## config.mk

```make
export PLATFORM = sky130hd
export DESIGN_NAME = ro_pair_compare
export DESIGN_NICKNAME = d
export VERILOG_FILES = /design/src/rtl/ro_pair_compare.sv
export SDC_FILE = /design/constraint.sdc
export NUM_CORES = 1
export LEC_CHECK = 0
export CORE_ASPECT_RATIO = 0.6
export CORE_UTILIZATION = 61
export DETAILED_ROUTE_END_ITERATION = 7
export GPL_TIMING_DRIVEN = 0
export PLACE_DENSITY = 0.83
export SYNTH_ARGS = -nofsm -noshare
export SYNTH_HDL_FRONTEND = slang
export SYNTH_SLANG_ARGS = --single-unit
```

## constraint.sdc

```tcl
create_clock -name clk -period 2.3 [get_ports clk]
set_input_delay 0.46 -clock clk [delete_from_list [all_inputs] [get_ports clk]]
set_output_delay 0.46 -clock clk [all_outputs]
set_load 0.02 [all_outputs]
```

## src/rtl/ro_pair_compare.sv

```systemverilog
// Ring-oscillator pair comparator: counts synchronized rising edges of two oscillators
// over a fixed window and reports which ran faster. Define RO_PAIR_COMPARE_DEBUG_EN to expose live counters.
module ro_pair_compare #(
  parameter int WINDOW     = 1000,
  parameter int SETTLE_CYC = 16,
  parameter int CNT_W      = 16
) (
  input  logic clk,
  input  logic rst,
  input  logic start,
  input  logic ro_a,
  input  logic ro_b,
  output logic ro_en,
  output logic busy,
  output logic resp,
  output logic tie,
  output logic resp_valid,
  input  logic resp_ready
`ifdef RO_PAIR_COMPARE_DEBUG_EN
  ,
  output logic [CNT_W-1:0] cnt_a,
  output logic [CNT_W-1:0] cnt_b
`endif
);

  localparam int TMAX = (WINDOW > SETTLE_CYC) ? WINDOW : SETTLE_CYC;
  localparam int TW   = (TMAX > 1) ? $clog2(TMAX) : 1;
  localparam logic [TW-1:0]    SETTLE_LD = TW'(SETTLE_CYC - 1);
  localparam logic [TW-1:0]    WINDOW_LD = TW'(WINDOW - 1);
  localparam logic [CNT_W-1:0] CNT_MAX   = '1;

  typedef enum logic [2:0] {IDLE, SETTLE, MEASURE, COMPARE, HOLD} state_t;

  state_t           state, state_n;
  logic [TW-1:0]    timer, timer_n;
  logic [CNT_W-1:0] cnt_a_q, cnt_b_q;
  logic [1:0]       a_sync, b_sync;
  logic             a_prev, b_prev;
  logic             rise_a, rise_b;

  // Synchronizers and edge detectors run continuously, independent of state.
  always_ff @(posedge clk or posedge rst) begin
    if (rst) begin
      a_sync <= '0;
      b_sync <= '0;
      a_prev <= 1'b0;
      b_prev <= 1'b0;
    end else begin
      a_sync <= {a_sync[0], ro_a};
      b_sync <= {b_sync[0], ro_b};
      a_prev <= a_sync[1];
      b_prev <= b_sync[1];
    end
  end

  assign rise_a = a_sync[1] & ~a_prev;
  assign rise_b = b_sync[1] & ~b_prev;

  always_comb begin
    state_n = state;
    timer_n = timer;
    unique case (state)
      IDLE: begin
        if (start) begin
          state_n = SETTLE;
          timer_n = SETTLE_LD;
        end
      end
      SETTLE: begin
        if (timer == '0) begin
          state_n = MEASURE;
          timer_n = WINDOW_LD;
        end else begin
          timer_n = timer - 1'b1;
        end
      end
      MEASURE: begin
        if (timer == '0) state_n = COMPARE;
        else             timer_n = timer - 1'b1;
      end
      COMPARE: state_n = HOLD;
      HOLD:    if (resp_ready) state_n = IDLE;
      default: state_n = IDLE;
    endcase
  end

  // Status outputs are registered from the next-state decode so they are glitch-free.
  always_ff @(posedge clk or posedge rst) begin
    if (rst) begin
      state      <= IDLE;
      timer      <= '0;
      ro_en      <= 1'b0;
      busy       <= 1'b0;
      resp_valid <= 1'b0;
    end else begin
      state      <= state_n;
      timer      <= timer_n;
      ro_en      <= (state_n == SETTLE) || (state_n == MEASURE);
      busy       <= (state_n != IDLE);
      resp_valid <= (state_n == HOLD);
    end
  end

  always_ff @(posedge clk or posedge rst) begin
    if (rst) begin
      cnt_a_q <= '0;
      cnt_b_q <= '0;
    end else if ((state == IDLE) && start) begin
      cnt_a_q <= '0;
      cnt_b_q <= '0;
    end else if (state == MEASURE) begin
      if (rise_a && (cnt_a_q != CNT_MAX)) cnt_a_q <= cnt_a_q + 1'b1;
      if (rise_b && (cnt_b_q != CNT_MAX)) cnt_b_q <= cnt_b_q + 1'b1;
    end
  end

  always_ff @(posedge clk or posedge rst) begin
    if (rst) begin
      resp <= 1'b0;
      tie  <= 1'b0;
    end else if (state == COMPARE) begin
      resp <= (cnt_a_q > cnt_b_q);
      tie  <= (cnt_a_q == cnt_b_q);
    end
  end

`ifdef RO_PAIR_COMPARE_DEBUG_EN
  assign cnt_a = cnt_a_q;
  assign cnt_b = cnt_b_q;
`endif

endmodule

```

==> reports/results.ini <==
[status]
outcome = finished, final reports clean

[synthesis]
ys_warn_count = 0
synth_area_per_cell_um2 = 9.132
synth-main-ff-cell = dfrtp_1
ys_ff_latch = 56
synth.most_common_cell = dfrtp_1
synth.largest_area_cell = dfrtp_1
synth-edff-count = 0
ys_top_cells_by_count = 56 x dfrtp_1, 37 x nor2_1, 33 x nand2_1
synthTopCellsByArea = dfrtp_1 43%, ha_1 7.3%, xnor2_1 4.6%, nor2_1 4.2%, a21oi_1 4.0%
synth_cells = 358
syn_area_um2 = 3269
seq_area_frac_synth_pct = 42.86
ys_types = 49
synth_top_area_share_pct = 42.86
synth_nets = 383
async_flop_share_pct = 100.0

[route]
routedWlPerCell_um = 16.62
drtAntennaViolNets = 0
drt_first_iter_violations = 230
wirelength_mm = 7.412
drcViolationCount = 0
vias_per_cell = 6.186
dr.pass1.iters = 5
vias = 2759

[setup_path]
critPathBufInv = 3
critPathRequiredTime_ns = 2.49
max_stage_delay_ns = 0.49
critPathArrivalTime_ns = 2.33
r2r_start = state[2]
worstSetupStartpointType = register
crit_path_max_fanout = 10
crit_chain = clkbuf_1 -> nor2_1 -> and3_1 -> clkbuf_1 -> clkbuf_1 -> nor2_1
slowest_stage = clkbuf_1
startpoint = state[2]
endpoint_kind = register
cpMostUsedCell = clkbuf_1
worstSetupPathType = reg2reg
path_delay_family = buffers and inverters

[pwr]
power_density_nw_per_um2 = 1043
pwr-share-seq_pct = 43.7
switching_power_mw = 1.599
intPower_mw = 2.159
p_sw_share_pct = 42.56
combPwrFrac_pct = 41.6
peakVddDrop_mv = 0.4568
total_power_mw = 3.758
p_clk_share_pct = 14.8
leakage_nw = 1.529

[clock_network]
clk_pin_slew_ns = 0.10
cts-htree-levels = 2
cts_buffers = 5
clock-sinks = 56
tritoncts = built
clock_latency_ns = 0.32
cts_buffer_depth = 2
cts_root_buf = clkbuf_8

[run]
cap_violations = 0

[final_layout]
final_util_pct = 70.59
multiInputGateArea_um2 = 1710
fin_nets = 404
regArea_um2 = 1401
drive_gt1_share_pct = 8.158
area_delta_synth_final_pct = 10.22
n_antenna_cell = 0
design_area_um2 = 3603
fill_cells = 395

[timing]
rsz0062_at_grt = no
fmax_mhz = 468.0
layout_worst_path_cycle_share_pct = 92.90
layout_min_cycle_time_ns = 2.137
max-slew-margin-rel_pct = 53.26
worstMarginPinSlew_ns = 0.6985
final.setup_skew_ns = 0.006553
drv_slew = 0
setup_viol = 0
hold_viol_final = 0

[worst_hold_path]
hp-class = reg2reg
hold_start = a_sync[0]

[floorplan]
die_h_um = 58.71
dieArea_um2 = 5666
num_rows = 20
core_area_um2 = 5105
io_pins = 11
initial_utilization_pct = 64.04
die_w_um = 96.52

[grt]
antenna_found_initial = 0
grt_pass1_vias = 2327
grt_max_degree = 42
overflow = 0
grt_pass1_wl_mm = 11.74
grt_util_all_layers_pct = 28.07

[placed_design]
hpwl_mm = 5.473
gp_congestion = 0.8368
place_area_um2 = 3472
io_buffers = 10

cell type report:
| type | count | share of cell area [%] |
|---|---|---|
| clock buffers | 5 | 1.910 |
| inverters | 28 | 2.917 |
| repair buffers | 14 | 3.958 |
| flip-flops and latches | 56 | 38.89 |
| well taps | 66 | 2.292 |
| plain buffers | 12 | 1.910 |
| clock inverters | 3 | 0.6597 |
| multi-input cells | 262 | 47.47 |
registers in the layout, indices dropped and copies added, names as in the netlist:
register and cells:
resp_valid 1, tie 1, b_prev 1, cnt_a_q 16, a_sync 2, busy 1
ro_en 1, state 3, timer 10, a_prev 1, cnt_b_q 16, b_sync 2
resp 1
what timing repair did:
item                                    CTS  global route
gates resized for setup                   0             2
endpoints found under the setup margin    0             7
setup buffers                             0             3
endpoints found under the hold margin     0             0
hold buffers                              0             0
cell families (layout without fill, tap and decap cells):
group	after synthesis	count (layout)	synth area share [%]
compound gates	82	82	16.65
xor+xnor	17	17	4.554
flops	56	56	42.86
simple gates	141	141	22.39
buf+inv	40	62	5.320
fa+ha+maj	19	19	7.271
mux	3	3	0.9568
worst paths after layout:
kind | end | slack (ns) | depth (start not counted)
hold reg to reg | a_sync[1] | 0.36 | 0
hold / removal | a_sync[1] | 0.36 | 0
setup / recovery | cnt_b_q[2] | 0.16 | 6
setup reg to reg | cnt_b_q[2] | 0.16 | 6
max in group asynchronous | timer[5] | 1.34 | 3
min in group asynchronous | busy | 0.42 | 2
stage by stage:
step	instances	worst slack, ns	hold WS, ns	TNS (ns)
after floorplan	358	0.3920	0.3312	0
after global placement	434	-0.5542	0.3315	-30.85
after detailed placement	435	0.04488	0.3347	0
after CTS	443	0.03258	0.3589	0
after global routing	446	0.02726	0.3636	0
final	446	0.1633	0.3597	0
layout by cell type, fill, tap and decap left out, types with 4 or more instances in the layout:
| master | instances |
|---|---|
| o31ai_1 | 7 |
| or3_1 | 6 |
| o21ai_0 | 17 |
| a21o_1 | 4 |
| buf_4 | 4 |
| nand2_1 | 33 |
| clkbuf_8 | 5 |
| nor2_1 | 37 |
| ha_1 | 19 |
| o211ai_1 | 4 |
| nand4_1 | 10 |
| nor4_1 | 4 |
| nor3_1 | 9 |
| dfrtp_1 | 56 |
| a211oi_1 | 8 |
| inv_1 | 26 |
| a21oi_1 | 26 |
| clkdlybuf4s50_1 | 10 |
| clkbuf_1 | 5 |
| and3_1 | 6 |
| xnor2_1 | 17 |
| nand3_1 | 15 |
| buf_2 | 4 |
power groups by stage:
| stage | Combinational (mW) | Sequential [mW] | Clock [mW] |
|---|---|---|---|
| after floorplan | 1.14 | 1.57 | 0 |
| after global placement | 1.43 | 1.63 | 0 |
| after detailed placement | 1.51 | 1.64 | 0 |
| after CTS | 1.51 | 1.63 | 0.560 |
| after global routing | 1.76 | 1.68 | 0.601 |
| final | 1.56 | 1.64 | 0.555 |
per-layer routing:
metal	track usage, %	part of all wire (%)	up-vias
li1	-	-	1329
met1	46.25	52	1304
met2	37.42	40	112
met3	5.556	7.1	14
met4	5.672	1.2	0
met5	0	0	-
Power figures use the tool's default switching activity.
